File: config.mk
export PLATFORM = sky130hd
export DESIGN_NAME = serial_to_parallel_rx
export DESIGN_NICKNAME = d
export VERILOG_FILES = /design/src/rtl/serial_to_parallel_rx.sv
export SDC_FILE = /design/constraint.sdc
export NUM_CORES = 1
export LEC_CHECK = 0
export CAP_MARGIN = 20
export CORE_AREA = 3 3 50 52
export DETAILED_ROUTE_END_ITERATION = 8
export DIE_AREA = 0 0 53 55
export MAX_ROUTING_LAYER = met4
export PLACE_DENSITY = 0.79
export SLEW_MARGIN = 15
export SYNTH_ARGS = -nofsm -noshare
export SYNTH_HDL_FRONTEND = slang
export SYNTH_SLANG_ARGS = --single-unit
export TNS_END_PERCENT = 100
File: constraint.sdc
create_clock -name clk -period 3.2 [get_ports clk]
set_clock_uncertainty 0.2 [all_clocks]
set_input_delay 0.64 -clock clk [delete_from_list [all_inputs] [get_ports clk]]
set_output_delay 0.64 -clock clk [all_outputs]
set_load 0.01 [all_outputs]
File: src/rtl/serial_to_parallel_rx.sv
// serial_to_parallel_rx: COM-aligned serial-to-parallel receiver.
// Define S2P_IDLE_EXIT_EN to drop the link on an 8'h7C electrical-idle symbol.
module serial_to_parallel_rx #(
    parameter int                   DATA_SIZE  = 8,
    parameter logic [DATA_SIZE-1:0] COM_SYMBOL = 8'hBC,
    parameter int                   COM_COUNT  = 4
) (
    input  logic                 clk,
    input  logic                 reset,
    input  logic                 data_in,
    output logic [DATA_SIZE-1:0] data_out,
    output logic                 valid_out,
    output logic                 active
);
    localparam int BCW = (DATA_SIZE > 1) ? $clog2(DATA_SIZE) : 1;
    localparam int CW  = $clog2(COM_COUNT + 1);

    typedef enum logic [1:0] {SEARCH, ALIGN, ACTIVE} state_t;

    state_t               r_state, w_next;
    logic [DATA_SIZE-1:0] r_sr, w_cand, w_data;
    logic [BCW-1:0]       r_bc, w_bc;
    logic [CW-1:0]        r_cnt, w_cnt;
    logic                 w_valid, w_bnd, w_com, w_idle;

    assign w_cand = {r_sr[DATA_SIZE-2:0], data_in};
    assign w_bnd  = r_bc == BCW'(DATA_SIZE - 1);
    assign w_com  = w_cand == COM_SYMBOL;
`ifdef S2P_IDLE_EXIT_EN
    assign w_idle = w_cand == DATA_SIZE'(8'h7C);
`else
    assign w_idle = 1'b0;
`endif

    always_comb begin
        w_next  = r_state;
        w_bc    = w_bnd ? '0 : r_bc + 1'b1;
        w_cnt   = r_cnt;
        w_data  = data_out;
        w_valid = 1'b0;
        case (r_state)
            SEARCH: begin
                // Any bit phase may complete a COM, so bc restarts here.
                if (w_com) begin
                    w_next = (COM_COUNT <= 1) ? ACTIVE : ALIGN;
                    w_bc   = '0;
                    w_cnt  = CW'(1);
                end
            end
            ALIGN: begin
                if (w_bnd && w_com) begin
                    w_cnt  = r_cnt + 1'b1;
                    w_next = (w_cnt == CW'(COM_COUNT)) ? ACTIVE : ALIGN;
                end else if (w_bnd) begin
                    w_next = SEARCH;
                    w_cnt  = '0;
                end
            end
            ACTIVE: begin
                if (w_bnd && !w_com && w_idle) begin
                    w_next = SEARCH;
                    w_cnt  = '0;
                end else if (w_bnd && !w_com) begin
                    w_data  = w_cand;
                    w_valid = 1'b1;
                end
            end
            default: w_next = SEARCH;
        endcase
    end

    always_ff @(posedge clk or negedge reset) begin
        if (!reset) begin
            r_state   <= SEARCH;
            r_sr      <= '0;
            r_bc      <= '0;
            r_cnt     <= '0;
            data_out  <= '0;
            valid_out <= 1'b0;
            active    <= 1'b0;
        end else begin
            r_state   <= w_next;
            r_sr      <= w_cand;
            r_bc      <= w_bc;
            r_cnt     <= w_cnt;
            data_out  <= w_data;
            valid_out <= w_valid;
            active    <= w_next == ACTIVE;
        end
    end
endmodule

==> results of run 1 <==
state kept, by name (all words and copies together), names as in the netlist:
| name | cells |
|---|---|
| r_bc | 3 |
| r_sr | 7 |
| r_state | 2 |
| data_out | 8 |
| valid_out | 1 |
| active | 1 |
| r_cnt | 3 |
report_power, final:
| group | internal, W | switching, W |
|---|---|---|
| Sequential | 0.000354 | 0.0000330 |
| Combinational | 0.0000492 | 0.0000422 |
| Clock | 0.0000468 | 0.0000945 |
routing by layer:
metal	routed length (um)	part of all wire, %	up-vias
met2	737	43	23
li1	-	-	307
met1	807	47	313
met4	56	3.3	0
met3	105	6.2	6
met5	0	0	-
cell type report:
class	count	area, um2
multi-input combinational	47	398
inverter	1	3.75
clock inverter	1	5.00
sequential	25	626
timing repair buffer	13	128
tap	28	35.0
fill	168	931
clock buffer	3	22.5
cell usage after synthesis (all sizes together):
cell / count
dfrtp: 25
mux2: 8
ha: 4
nand2b: 4
a21oi: 3
o211ai: 3
a21boi: 2
nand2: 2
nor2: 2
nor2b: 2
o21ai: 2
o2bb2ai: 2
a211oi: 1
a31oi: 1
and4b: 1
and4bb: 1
buf: 1
inv: 1
mux2i: 1
nand3b: 1
nand4b: 1
nand4bb: 1
nor3: 1
nor4bb: 1
o2111ai: 1
or4: 1
xnor2: 1
through the flow:
step | cells | setup slack, ps | util (%) | instance area (um2)
global route | 118 | 1040 | 56.7 | 1220
finish | 118 | 1070 | 56.7 | 1220
global placement | 114 | 759 | 55.4 | 1190
CTS | 118 | 1070 | 56.7 | 1220
floorplan | 74 | 1360 | - | 1030
detailed placement | 114 | 731 | 55.4 | 1190
cell families after synthesis:
| family | after synthesis | share of synthesized area (%) |
|---|---|---|
| AOI/OAI and AO/OA | 15 | 11.0 |
| muxes | 9 | 9.70 |
| adders and majority gates | 4 | 4.85 |
| DFF | 25 | 60.6 |
| buffers and inverters | 2 | 0.848 |
| xor gates and xnor gates | 1 | 0.849 |
| and+or+nand+nor | 18 | 12.1 |
worst reg2reg max path, delay by kind of cell, from the launching register on:
| family | cells | cell delay [ps] |
|---|---|---|
| flip-flops | 1 | 380 |
| AO/OA/AOI/OAI | 1 | 290 |
| multiplexers | 1 | 380 |
| AND/OR/NAND/NOR | 1 | 150 |
| adder cells (fa/ha/maj) | 2 | 420 |
worst max path at each step:
stage / from / end / slack (ps) / cells after the start
finish: data_in / data_out[3] / 1070 / 4
global placement: data_in / data_out[1] / 760 / 4
global route: data_in / data_out[0] / 1040 / 4
CTS: data_in / data_out[3] / 1070 / 4
detailed placement: data_in / data_out[3] / 730 / 4
floorplan: data_in / data_out[0] / 1360 / 3
==> results.toml, run 1 <==
[cts]
cts_buffer_depth = 2
ctsHoldBuffers = 0
clock-sinks = 25
cts_tree = "done"
path_clk_slew_ps = 140
cts_setup_buffers = 0
post_cts_resized = 0
htreeDepth = 1
cts-root-buf = "clkbuf_4"
clk_latency_ps = 320
cts_buffers = 3

[global_route]
grtUsageTotal_pct = 13.2
grtUsageMet3_pct = 2.14
grt_max_degree = 26
use_met2_pct = 19.0
grt-ovfl-total = 0
grt_pass1_wl_um = 2640
grt.busiest_layer = "met2"
grt_pass1_vias = 598
use_met1_pct = 16.7
antenna_found_initial = 0

[hold_path]
hold_depth = 0
hold_path.startpoint = "r_sr[0]"
holdPathEnd = "r_sr[1]"
hp-class = "reg2reg"

[route]
routed_wl_um = 1710
via_per_inst = 5.50
drc = 0
drtIter0Drc = 12
vias = 649
routedWlPerCell_um = 14.5
ant_nets = 0
dr.pass1.iters = 4

[setup_path]
path_buf_inv = 1
reg2reg_to = "data_out[3]"
crit_path_top_delay_cell = "clkdlybuf4s50_1"
cp.arrival_ps = 2140
worstRegToRegCells = 5
required_ps = 3220
r2r_start = "r_bc[0]"
critical_path_peak_fanout = 9
path_cells = "clkdlybuf4s50_1, and4bb_2, a21oi_4, mux2_2"
reg2reg_slack_ps = 1270
crit_type = "in2reg"
critPathLaunchType = "input port"
cp_slowest_stage_delay_ps = 510
end_kind = "register"
crit_family = "buffers and inverters"

[place]
place_hpwl_um = 1180
finalWeightedCongestion = 0.756
numPortBuffers = 12

[sta]
hold_viol_final = 0
setup_violations = 0
fin_crit_ps = 2130
slew_headroom_pct = 70.1
final.setup.tns_ps = 0
whs_ps = 238
rsz0062_at_grt = "false"
finalCritPeriodShare_pct = 66.4
max_freq_mhz = 471
slew_viol_final = 0
worst_slew_pin_slew_ps = 447

[run]
maxCapViolCount = 0

[floorplan]
die_area_um2 = 2920
row_count = 17
die_w_um = 53
chipHeight_um = 55
pin_count = 13
coreArea_um2 = 2150
initial_core_util_pct = 48.0

[yosys]
synth_top_area_share_pct = 60.6
syn_inst = 74
synth-seq-cells = 25
syn_nets = 81
ys_warn_count = 0
synth.distinct_cells = 28
ys_seq_area_share_pct = 60.6
syn-cell-area_um2 = 1030
synth_area_leaders = "dfrtp_1, mux2_2, ha_1"
yosys.area.top_type = "dfrtp_1"
syn_avg_cell_area_um2 = 13.9

[finish]
area_growth_pct = 17.9
layout-drive-gt1-share_pct = 16.7
final_common_cell = "dfrtp_1"
final_cell_mix = "dfrtp_1, clkdlybuf4s50_1, mux2_2"
antenna_cells = 0
fin_nets = 98

[power_and_ir_drop]
p_leak_nw = 0.522
peakVddDrop_mv = 0.389
powerDensity_nw_per_um2 = 509
finalPower_w = 0.000619

[run_status]
status = "finished clean"
Power figures use the tool's default switching activity.
==> run 2: changes to the inputs <==
clock period = 2.1 ns   (was 3.2 ns; I/O delays follow)
==> results.toml, run 2 (same netlist as run 1, synthesis figures left out) <==
[run_status]
status = "finished clean"

[sta]
setup_violations = 0
rsz0062_at_grt = "false"
max_freq_mhz = 500
slew_viol_final = 0
finalCritPeriodShare_pct = 95.3
hold_viol_final = 0
slew_headroom_pct = 79.4
worst_slew_pin_slew_ps = 309
fin_crit_ps = 2000

[floorplan]
pin_count = 13
die_w_um = 53
chipHeight_um = 55
row_count = 17
die_area_um2 = 2920
coreArea_um2 = 2150
initial_core_util_pct = 48.0

[power_and_ir_drop]
p_switching_w = 0.000253
switching_share_pct = 26.8
internal_power_w = 0.000691
p_leak_nw = 0.541
power_frac_comb_pct = 15.8
powerDensity_nw_per_um2 = 757
power_frac_seq_pct = 61.9
power_frac_clock_pct = 22.3
peakVddDrop_mv = 0.687

[setup_path]
cp-startpoint = "r_bc[0]"
crit_type = "reg2reg"
cp_slowest_stage_delay_ps = 410
cp.arrival_ps = 2010
worstRegToRegCells = 5
r2r_start = "r_bc[0]"
crit_path_frequent_cell = "ha_1"
reg2reg_to = "data_out[6]"
required_ps = 2110
critPathLaunchType = "register"
crit_end = "data_out[6]"
critical_path_peak_fanout = 9
end_kind = "register"
path_cells = "ha_1, ha_1, nand3b_1, a21oi_4, mux2_2"
crit_path_top_delay_cell = "dfrtp_1"
reg2reg_slack_ps = 100

[route]
drc = 0
ant_nets = 0
vias = 648
routedWlPerCell_um = 14.7
drtIter0Drc = 9
dr.pass1.iters = 4
routed_wl_um = 1800
via_per_inst = 5.31

[finish]
nFillCells = 170
largest_reg_flops = 8
antenna_cells = 0
fin_nets = 102
final_core_util_pct = 58.0
area_growth_pct = 20.7
layout-drive-gt1-share_pct = 19.1
final_cell_mix = "dfrtp_1, clkdlybuf4s50_1, mux2_2"
reg_top3 = "data_out (8), r_sr (7)"
top_register = "data_out"
stdcell_area_um2 = 1250
final_common_cell = "dfrtp_1"

[cts]
cts_setup_buffers = 0
post_cts_resized = 0
cts_buffers = 3
path_clk_slew_ps = 130
clock-sinks = 25
cts-root-buf = "clkbuf_4"
htreeDepth = 1
ctsHoldBuffers = 0
cts_tree = "done"
cts_buffer_depth = 2
clk_latency_ps = 320

[place]
numPortBuffers = 12
place_hpwl_um = 1290
post_dp_cell_area_um2 = 1220
finalWeightedCongestion = 0.706

[global_route]
grt_pass1_wl_um = 2840
antenna_found_initial = 0
grt_pass1_vias = 627
grt-ovfl-total = 0
grt_max_degree = 26
grtUsageTotal_pct = 14.2

[hold_path]
hp-class = "reg2reg"

[run]
maxCapViolCount = 0
==> run 2: cell count changes in the layout (fill, tap and decap cells not counted), sizes merged <==
cell	previous run	this run
clkbuf	3	4
clkinv	1	0
buf	1	5
==> run 2: worst min path at each step <==
stage / depth (start not counted) / end / from
after CTS: 0 / r_sr[6] / r_sr[5]
after global placement: 0 / r_sr[1] / r_sr[0]
final: 0 / r_sr[6] / r_sr[5]
after floorplan: 0 / active / reset
after detailed placement: 0 / r_sr[1] / r_sr[0]
after global routing: 0 / r_sr[6] / r_sr[5]
==> run 2: power by group through the flow <==
stage                     registers (W)  clock network, W  logic (W)
after CTS                      0.000584          0.000214   0.000151
after global routing           0.000593          0.000228   0.000175
after detailed placement       0.000594                 0   0.000150
after floorplan                0.000583                 0   0.000109
after global placement         0.000590                 0   0.000141
final                          0.000584          0.000211   0.000149
==> run 2: layout make-up <==
cell class	instances	area (um2)	area share, %
clock buffer	4	26.3	2.11
inverter	1	3.75	0.301
multi-input combinational	47	398	31.9
sequential	25	626	50.2
tap	28	35.0	2.81
timing repair buffer	17	158	12.7
==> run 2: per-layer routing <==
metal | up-vias | wire, um | part of all wire, % | global-route usage [%]
li1 | 313 | - | - | -
met1 | 321 | 898 | 50 | 19.2
met2 | 10 | 813 | 45 | 20.5
met3 | 4 | 48 | 2.7 | 1.61
met4 | 0 | 38 | 2.1 | 8.94
met5 | - | 0 | 0 | -
==> run 2: worst max-delay path, delay by kind of cell, from the launching register on <==
family          cells  cell delay (ps)
flops               1              410
compound gates      1              300
fa+ha+maj           2              440
mux                 1              370
simple gates        1              170
==> run 2: stage by stage <==
stage	TNS (ps)	power, W	cells	hold slack (ps)	setup WS [ps]
after CTS	0	0.000949	122	227	99.8
after detailed placement	-924	0.000744	118	201	-119
final	0	0.000944	122	232	98.4
after global routing	0	0.000996	122	240	3.85
after global placement	-586	0.000731	118	202	-79.0
after floorplan	0	0.000691	74	-75.6	366
==> run 3: changes to the inputs <==
HOLD_SLACK_MARGIN = 0.1   (was default)
==> results of run 3 <==
Final layout, timing and power as in run 2 (identical DEF).
